### src/rtl/i2c_rx_ball_loader_if.sv
// Bundles the I2C slave register file, ball handshake and status outputs of the loader.
interface i2c_rx_ball_loader_if;
    logic       is_slave_done;
    logic [7:0] i_y_pos0;
    logic [7:0] i_y_pos1;
    logic [7:0] i_y_vel;
    logic [7:0] i_gravity;
    logic [7:0] i_is_collusion;
    logic [7:0] i_is_win_flag;
    logic       ball_ack;
    logic       ball_valid;
    logic [9:0] ball_y;
    logic [7:0] ball_vy;
    logic [1:0] gravity_counter;
    logic       is_collusion;
    logic       is_win;
    logic       frame_err;
    logic       frame_drop;
    logic [7:0] err_count;
    logic       busy;

    modport master (
        output is_slave_done, i_y_pos0, i_y_pos1, i_y_vel, i_gravity, i_is_collusion,
               i_is_win_flag, ball_ack,
        input  ball_valid, ball_y, ball_vy, gravity_counter, is_collusion, is_win,
               frame_err, frame_drop, err_count, busy
    );

    modport slave (
        input  is_slave_done, i_y_pos0, i_y_pos1, i_y_vel, i_gravity, i_is_collusion,
               i_is_win_flag, ball_ack,
        output ball_valid, ball_y, ball_vy, gravity_counter, is_collusion, is_win,
               frame_err, frame_drop, err_count, busy
    );
endinterface

### src/rtl/i2c_rx_ball_loader.sv
// Captures an I2C-delivered ball frame on slave_done, validates it and presents it to the
// game logic with a valid/ack handshake, ack timeout and saturating error count.
module i2c_rx_ball_loader #(
    parameter int unsigned Y_MAX       = 479,
    parameter int unsigned ACK_TIMEOUT = 1_000_000
) (
    input logic                  clk,
    input logic                  reset,
    i2c_rx_ball_loader_if.slave  bus
);

    typedef enum logic [1:0] {StIdle, StCapture, StCheck, StPresent} state_e;

    state_e      state_q, state_d;
    logic        done_q;
    logic        armed_q;
    logic [7:0]  y0_q, y1_q, vel_q, grav_q, coll_q, win_q;
    logic [31:0] cnt_q, cnt_d;
    logic        valid_q, valid_d;
    logic [9:0]  y_q;
    logic [7:0]  vy_q;
    logic [1:0]  gc_q;
    logic        coll_out_q, win_out_q;
    logic [7:0]  err_q, err_d;

    logic        rise, legal, overrun, acked, timeout, frame_err, load;
    logic [9:0]  hold_y;
    logic [1:0]  err_inc;
    logic [8:0]  err_sum;

    // armed_q keeps a level already high at reset release from looking like a new frame
    assign rise    = armed_q & ~done_q & bus.is_slave_done;
    assign hold_y  = {y0_q[1:0], y1_q};
    assign legal   = (y0_q[7:2] == 6'd0) && ({22'd0, hold_y} <= Y_MAX) &&
                     (grav_q[7:2] == 6'd0) && (coll_q <= 8'd1) && (win_q <= 8'd1);
    assign overrun = rise && (state_q != StIdle);
    assign acked   = valid_q & bus.ball_ack;
    assign timeout = (state_q == StPresent) && !acked && (cnt_q == ACK_TIMEOUT - 32'd1);

    always_comb begin
        state_d   = state_q;
        cnt_d     = cnt_q;
        valid_d   = valid_q;
        frame_err = 1'b0;
        load      = 1'b0;
        unique case (state_q)
            StIdle: begin
                if (rise) state_d = StCapture;
            end
            StCapture: state_d = StCheck;
            StCheck: begin
                if (legal) begin
                    load    = 1'b1;
                    valid_d = 1'b1;
                    cnt_d   = 32'd0;
                    state_d = StPresent;
                end else begin
                    frame_err = 1'b1;
                    state_d   = StIdle;
                end
            end
            StPresent: begin
                cnt_d = cnt_q + 32'd1;
                if (acked || timeout) begin
                    valid_d = 1'b0;
                    state_d = StIdle;
                end
            end
            default: state_d = StIdle;
        endcase
    end

    // Timeout and overrun in the same cycle are two distinct causes: count both
    always_comb begin
        err_inc = {1'b0, frame_err} + {1'b0, overrun} + {1'b0, timeout};
        err_sum = {1'b0, err_q} + {7'd0, err_inc};
        err_d   = err_sum[8] ? 8'hFF : err_sum[7:0];
    end

    always_ff @(posedge clk or posedge reset) begin
        if (reset) begin
            state_q    <= StIdle;
            done_q     <= 1'b0;
            armed_q    <= 1'b0;
            y0_q       <= 8'd0;
            y1_q       <= 8'd0;
            vel_q      <= 8'd0;
            grav_q     <= 8'd0;
            coll_q     <= 8'd0;
            win_q      <= 8'd0;
            cnt_q      <= 32'd0;
            valid_q    <= 1'b0;
            y_q        <= 10'd0;
            vy_q       <= 8'd0;
            gc_q       <= 2'd0;
            coll_out_q <= 1'b0;
            win_out_q  <= 1'b0;
            err_q      <= 8'd0;
        end else begin
            state_q <= state_d;
            done_q  <= bus.is_slave_done;
            armed_q <= 1'b1;
            cnt_q   <= cnt_d;
            valid_q <= valid_d;
            err_q   <= err_d;
            if (state_q == StCapture) begin
                y0_q   <= bus.i_y_pos0;
                y1_q   <= bus.i_y_pos1;
                vel_q  <= bus.i_y_vel;
                grav_q <= bus.i_gravity;
                coll_q <= bus.i_is_collusion;
                win_q  <= bus.i_is_win_flag;
            end
            if (load) begin
                y_q        <= hold_y;
                vy_q       <= vel_q;
                gc_q       <= grav_q[1:0];
                coll_out_q <= coll_q[0];
                win_out_q  <= win_q[0];
            end
        end
    end

    assign bus.ball_valid      = valid_q;
    assign bus.ball_y          = y_q;
    assign bus.ball_vy         = vy_q;
    assign bus.gravity_counter = gc_q;
    assign bus.is_collusion    = coll_out_q;
    assign bus.is_win          = win_out_q;
    assign bus.frame_err       = frame_err;
    assign bus.frame_drop      = overrun | timeout;
    assign bus.err_count       = err_q;
    assign bus.busy            = (state_q != StIdle);

endmodule
### src/flat_wrapper.sv
// flat-port wrapper written by rule: the top's interface ports become plain ports
module i2c_rx_ball_loader_flat 
#(
    parameter int unsigned Y_MAX       = 479,
    parameter int unsigned ACK_TIMEOUT = 1_000_000
)
  (clk, reset, bus_is_slave_done, bus_i_y_pos0, bus_i_y_pos1, bus_i_y_vel, bus_i_gravity, bus_i_is_collusion, bus_i_is_win_flag, bus_ball_ack, bus_ball_valid, bus_ball_y, bus_ball_vy, bus_gravity_counter, bus_is_collusion, bus_is_win, bus_frame_err, bus_frame_drop, bus_err_count, bus_busy);
  i2c_rx_ball_loader_if bus_i ();
  input logic clk;
  input logic reset;
  input wire logic [$bits(bus_i.is_slave_done)-1:0] bus_is_slave_done;
  input wire logic [$bits(bus_i.i_y_pos0)-1:0] bus_i_y_pos0;
  input wire logic [$bits(bus_i.i_y_pos1)-1:0] bus_i_y_pos1;
  input wire logic [$bits(bus_i.i_y_vel)-1:0] bus_i_y_vel;
  input wire logic [$bits(bus_i.i_gravity)-1:0] bus_i_gravity;
  input wire logic [$bits(bus_i.i_is_collusion)-1:0] bus_i_is_collusion;
  input wire logic [$bits(bus_i.i_is_win_flag)-1:0] bus_i_is_win_flag;
  input wire logic [$bits(bus_i.ball_ack)-1:0] bus_ball_ack;
  output wire logic [$bits(bus_i.ball_valid)-1:0] bus_ball_valid;
  output wire logic [$bits(bus_i.ball_y)-1:0] bus_ball_y;
  output wire logic [$bits(bus_i.ball_vy)-1:0] bus_ball_vy;
  output wire logic [$bits(bus_i.gravity_counter)-1:0] bus_gravity_counter;
  output wire logic [$bits(bus_i.is_collusion)-1:0] bus_is_collusion;
  output wire logic [$bits(bus_i.is_win)-1:0] bus_is_win;
  output wire logic [$bits(bus_i.frame_err)-1:0] bus_frame_err;
  output wire logic [$bits(bus_i.frame_drop)-1:0] bus_frame_drop;
  output wire logic [$bits(bus_i.err_count)-1:0] bus_err_count;
  output wire logic [$bits(bus_i.busy)-1:0] bus_busy;
  assign bus_i.is_slave_done = bus_is_slave_done;
  assign bus_i.i_y_pos0 = bus_i_y_pos0;
  assign bus_i.i_y_pos1 = bus_i_y_pos1;
  assign bus_i.i_y_vel = bus_i_y_vel;
  assign bus_i.i_gravity = bus_i_gravity;
  assign bus_i.i_is_collusion = bus_i_is_collusion;
  assign bus_i.i_is_win_flag = bus_i_is_win_flag;
  assign bus_i.ball_ack = bus_ball_ack;
  assign bus_ball_valid = bus_i.ball_valid;
  assign bus_ball_y = bus_i.ball_y;
  assign bus_ball_vy = bus_i.ball_vy;
  assign bus_gravity_counter = bus_i.gravity_counter;
  assign bus_is_collusion = bus_i.is_collusion;
  assign bus_is_win = bus_i.is_win;
  assign bus_frame_err = bus_i.frame_err;
  assign bus_frame_drop = bus_i.frame_drop;
  assign bus_err_count = bus_i.err_count;
  assign bus_busy = bus_i.busy;
  i2c_rx_ball_loader #(.Y_MAX(Y_MAX), .ACK_TIMEOUT(ACK_TIMEOUT)) u_core (.clk(clk), .reset(reset), .bus(bus_i));
endmodule
### config.mk
export PLATFORM = sky130hd
export DESIGN_NAME = i2c_rx_ball_loader_flat
export DESIGN_NICKNAME = d
export VERILOG_FILES = /design/src/rtl/i2c_rx_ball_loader_if.sv /design/src/rtl/i2c_rx_ball_loader.sv /design/src/flat_wrapper.sv
export SDC_FILE = /design/constraint.sdc
export NUM_CORES = 1
export LEC_CHECK = 0
export CORE_UTILIZATION = 48
export DETAILED_ROUTE_END_ITERATION = 7
export PLACE_DENSITY_LB_ADDON = 0.05
export REMOVE_ABC_BUFFERS = 1
export SYNTH_ARGS = -nofsm -noshare
export SYNTH_HDL_FRONTEND = slang
export SYNTH_SLANG_ARGS = --single-unit
### constraint.sdc
create_clock -name clk -period 3.2 [get_ports clk]
set_input_delay 0.32 -clock clk [delete_from_list [all_inputs] [get_ports clk]]
set_output_delay 0.32 -clock clk [all_outputs]
set_load 0.005 [all_outputs]
; Word level (Yosys, flattened, before mapping)
; Index checks and enable logic that the tools add are counted.
[totals]
output_inout_bits = 34
regBits = 115
in_bits = 52
latchBits = 0
mem_count = 0
rom_bits = 0
ramBits = 0
[classes]
mul = 0
div = 0
n_addsub = 4
magnitude_cmp = 3
reduce_logical = 17
bitwise = 5
n_mux = 14
n_shift = 0
eq_ne = 7
[op_table]
columns = operator, n
row1 = 32-bit one-hot mux with 2 select lines, 1
row2 = 32-bit by 1-bit adder with 32-bit output (second input constant), 1
row3 = 32-bit by 20-bit equality test with 1-bit output (second input constant), 1
row4 = 32-bit two-way mux, 1
row5 = 8-bit by 1-bit less-or-equal comparator with 1-bit output (second input constant), 2
row6 = 6-bit logical NOT, 2
row7 = 10-bit by 9-bit less-or-equal comparator with 1-bit output (second input constant), 1
row8 = 8-bit by 2-bit adder with 9-bit output, 1
row9 = 8-bit two-way mux, 1
row10 = 2-bit one-hot mux with 4 select lines, 1
row11 = 1-bit logical AND, 7
row12 = 1-bit two-way mux, 6
row13 = 2-bit two-way mux, 3
row14 = 2-bit equality test (second input constant), 2
row15 = 2-bit by 1-bit inequality test with 1-bit output (second input constant), 2
row16 = 2-bit AND reduction, 2
row17 = 2-bit nonzero test, 2
row18 = 1-bit AND, 3
row19 = 3-bit AND reduction, 1
row20 = 1-bit by 1-bit adder with 2-bit output, 1
row21 = 2-bit by 1-bit adder with 2-bit output, 1
row22 = 2-bit by 1-bit equality test with 1-bit output (second input constant), 1
row23 = 2-bit logical NOT, 1
row24 = 2-bit inequality test (second input constant), 1
row25 = other kinds (5), 5

; Depth between registers and ports, before layout
[logic_depth]
ltp_word = 11
mapped_depth = 14

; Least setup slack after synthesis
; OpenSTA, ideal clock, no wires.
[synth_path]
path_type = reg2reg
start = register u_core.cnt_q[0]
end = register u_core.err_q[7], in the netlist u_core.bus.err_count[7]
setup_time_ns = 0.125
arrival_ns = 3.195
path_slack_ns = -0.120
path_stages_with_launch = 13
path_cell_list = dfrtp_1 ha_1 nand3_1 or2_2 nor4_1 nand3_1 fa_1 inv_1 ha_1 fa_1 nand2_1 nand2_1 mux2_2
[synth_between]
elab_chain_len = 5
[synth_rtl]
columns = item, line_no
row1 = from (decl), i2c_rx_ball_loader.sv:18  ; logic [31:0] cnt_q, cnt_d;
row2 = from (signal assigned), i2c_rx_ball_loader.sv:103  ; cnt_q <= cnt_d;
row3 = 32-bit by 20-bit equality test with 1-bit output, i2c_rx_ball_loader.sv:38  ; assign timeout = (state_q == StPresent) && !acked && (cnt_q == ACK_TIMEOUT - 32'd1);
row4 = 1-bit logical AND, i2c_rx_ball_loader.sv:38
row5 = 2-bit by 1-bit adder with 2-bit output, i2c_rx_ball_loader.sv:75  ; err_inc = {1'b0, frame_err} + {1'b0, overrun} + {1'b0, timeout};
row6 = 8-bit by 2-bit adder with 9-bit output, i2c_rx_ball_loader.sv:76  ; err_sum = {1'b0, err_q} + {7'd0, err_inc};
row7 = 8-bit two-way mux, i2c_rx_ball_loader.sv:77  ; err_d = err_sum[8] ? 8'hFF : err_sum[7:0];
row8 = named net u_core.err_d[7], i2c_rx_ball_loader.sv:24  ; logic [7:0] err_q, err_d;
row9 = to (signal assigned), i2c_rx_ball_loader.sv:105  ; err_q <= err_d;
row10 = to (decl), i2c_rx_ball_loader.sv:24
; The timed path passes the listed nets, and every way through them passes these cells.
; A chain may end at the register's enable or synchronous reset.

; Worst setup path after layout
[layout_path]
start = register u_core.cnt_q[11]
end = register u_core.err_q[7], in the netlist u_core.bus.err_count[7]
; Same word-level chain as after synthesis.

==> qor.yml <==
outcome:
  status: "completed"
final_layout:
  nets: 570
  final_cells: 654
  fill_cells: 776
  mostFrequentLayoutCell: "dfrtp_1"
  seq_area_mm2: 0.00288
  drive_above_1_share_pct: 26.5
  antenna_cells: 0
  multi_input_area_mm2: 0.00204
  final_util_pct: 67.5
  syn_to_final_growth_pct: 34.4
  final_cell_mix: "115 x dfrtp_1, 85 x clkdlybuf4s50_1, 52 x mux2_2"
die:
  pin_count: 86
  rows: 36
  fp.dieH_um: 104
  start_util_pct: 50.2
  core-area_mm2: 0.00995
  dieArea_mm2: 0.0108
  die_x_um: 104
clock_network:
  insertion_delay_ns: 0.50
  htreeDepth: 4
  root_buffer: "clkbuf_8"
  cts_tree: "yes"
  cts_made_buffers: 17
  path_clk_slew_ns: 0.05
  cts_buffer_depth: 2
  cts_setup_buffers: 0
  cts_hold_buf: 0
  clock_sinks: 115
synthesis:
  synth_cell_type_count: 41
  synthArstFlopShare_pct: 100
  synth_area_leaders: "dfrtp_1 58%, mux2_2 12%, mux2_4 5.4%, nand3_1 3.2%, nand4_1 2.5%"
  synth_area_leader_cell: "dfrtp_1"
  synthCells: 396
  syn-cell-area_mm2: 0.00500
  synthFlopType: "dfrtp_1"
  synth_edf_count: 0
  synth-seq-cells: 115
  synth.avg_cell_area_um2: 12.6
  yosysWarningCount: 0
  synth_top_area_share_pct: 57.6
  synth-seq-area-share_pct: 57.6
global_routing:
  grt_remaining_overflow: 0
  grt_max_degree: 52
  antenna_found_initial: 0
  grt_pass1_vias: 3548
  grtUsageTotal_pct: 20.5
  grt_pass1_wl_mm: 17.4
hold_path:
  hp-class: "in -> async"
place:
  gp_congestion: 0.783
  dp.cells: 626
  io_buffers: 85
  hpwl_mm: 6.84
sta:
  period_needed_ns: 3.02
  skew_ns: 0.0105
  hold_violations: 0
  tightest_slew_ns: 0.634
  max-slew-margin-rel_pct: 57.4
  max_freq_mhz: 332
  setup_viol: 0
  drv_slew: 0
  timing.final.crit_share_pct: 94.3
flow_run:
  cap_viol_max_count: 0
detailed_routing:
  totalWireLength_mm: 10.1
  wl_per_cell_um: 15.5
  drt_iter0_markers: 88
  antenna_left: 0
  vias: 3458
  drtPass1Iterations: 4
  routed_via_density: 5.29
  route.detailed.drc: 0
critical_path:
  critPathKind: "reg -> reg"
  crit_path_frequent_cell: "nand2_1"
  arrival_ns: 3.40
  critPathCaptureType: "flop"
  slowest_stage: "fa_1"
  worstPathRequired_ns: 3.58
  crit_path_max_incr_delay_ns: 0.51
  start_kind: "flop"
  worst-path-max-fanout: 4
  cp_cell_sequence: "nor4b_1 -> nand4_1 -> nor4_4 -> nand3_2 -> fa_1 -> inv_1 -> ha_1 -> fa_2 -> nand2_1 -> nand2_1 -> mux2_2"
power:
  pwr_density_cell_mw_per_mm2: 635
  totalPowerFinal_mw: 4.27
  total_leakage_power_nw: 3.01
  worst_ir_drop_vdd_mv: 0.558
-- through the flow --
stage	TNS (ns)	hold slack, ns	area [um^2]	setup slack, ns
final	0	0.263	6720	0.184
after global routing	-0.0139	0.272	6720	-0.0119
after CTS	0	0.277	6700	0.000853
after detailed placement	-0.408	0.488	6160	-0.0629
after global placement	-0.0317	0.461	6160	-0.00647
after floorplan	-19.58	0.351	4920	-0.164
-- cells in the mapped netlist, drive strengths merged (2+ instances only) --
| cell type | number |
|---|---|
| dfrtp | 115 |
| mux2 | 70 |
| nand2 | 32 |
| nand3 | 32 |
| nand4 | 20 |
| o21ai | 19 |
| nor4 | 13 |
| inv | 11 |
| nor2 | 11 |
| mux2i | 9 |
| clkbuf | 8 |
| buf | 6 |
| o211ai | 5 |
| a21oi | 4 |
| ha | 4 |
| o31ai | 4 |
| and2 | 3 |
| nand2b | 3 |
| nor3 | 3 |
| and3 | 2 |
| fa | 2 |
| nand3b | 2 |
| nor2b | 2 |
| or2 | 2 |
| xnor2 | 2 |
| xor2 | 2 |
-- path summary, 6_finish.rpt --
check,end,cells past startpoint,slack [ns],start
worst max-delay path,u_core.bus.err_count[7]$_DFF_PP0_,11,0.18,u_core.cnt_q[11]$_DFFE_PP0P_
worst min-delay path,u_core.bus.ball_y[1]$_DFFE_PP0P_,2,0.26,reset
worst max register to register,u_core.bus.err_count[7]$_DFF_PP0_,11,0.18,u_core.cnt_q[11]$_DFFE_PP0P_
worst min register to register,u_core.cnt_q[19]$_DFFE_PP0P_,1,0.49,u_core.cnt_q[19]$_DFFE_PP0P_
max in group asynchronous,u_core.cnt_q[15]$_DFFE_PP0P_,3,2.14,reset
min in group clk,u_core.done_q$_DFF_PP0_,1,0.30,bus_is_slave_done
-- cell families (layout without fill, tap and decap cells) --
| logic type | count (synthesis) | count (layout) | synth area share, % |
|---|---|---|---|
| other | 1 | 1 | 0.0750 |
| xor gates and xnor gates | 4 | 4 | 0.701 |
| buffers and inverters | 25 | 150 | 2.50 |
| adders and majority gates | 6 | 6 | 1.80 |
| muxes | 79 | 79 | 18.9 |
| AOI/OAI and AO/OA | 36 | 36 | 4.30 |
| and+or+nand+nor | 130 | 130 | 14.1 |
| DFF | 115 | 115 | 57.6 |
-- state kept, by name, indices dropped and copies added, names as in the netlist --
name and count:
u_core.win_q 8, u_core.state_q 2, u_core.grav_q 8, u_core.done_q 1
u_core.bus.ball_y 10, u_core.bus.gravity_counter 2, u_core.y0_q 8, u_core.bus.is_collusion 1
u_core.cnt_q 32, u_core.bus.err_count 8, u_core.armed_q 1, u_core.bus.is_win 1
u_core.bus.ball_valid 1, u_core.vel_q 8, u_core.bus.ball_vy 8, u_core.coll_q 8
u_core.y1_q 8
-- metal layers --
layer / wire (um) / global-route usage [%] / vias up
met4: 60 / 6.02 / 0
met5: 0 / 0 / -
li1: - / - / 1667
met1: 4740 / 27.1 / 1703
met3: 482 / 7.33 / 6
met2: 4860 / 31.9 / 82
-- critical path: cells and delay by family, from the launching register on --
family,cells,cell delay [ns]
fa+ha+maj,3,1.09
buf+inv,1,0.04
flops,1,0.40
mux,1,0.25
simple gates,6,1.12
-- final cells by class --
type                    instances  area share (%)
clock buffers                  22            6.89
clock inverters                 6           0.857
inverters                      11           0.652
multi-input cells             256            30.4
flip-flops and latches        115            42.8
well taps                     133            2.48
repair buffers                111            15.9
-- power breakdown --
part	internal [mW]	total (mW)	switching, mW
Sequential	1.76	1.97	0.210
Clock	1.06	1.67	0.603
Combinational	0.419	0.623	0.204
Total	3.25	4.27	1.02
-- timing repair --
action,4_1_cts,5_1_grt
resized for setup,2,4
endpoints found under the setup margin,7,9
pin swaps,1,3
No activity file was read; power rests on OpenSTA's default activity.
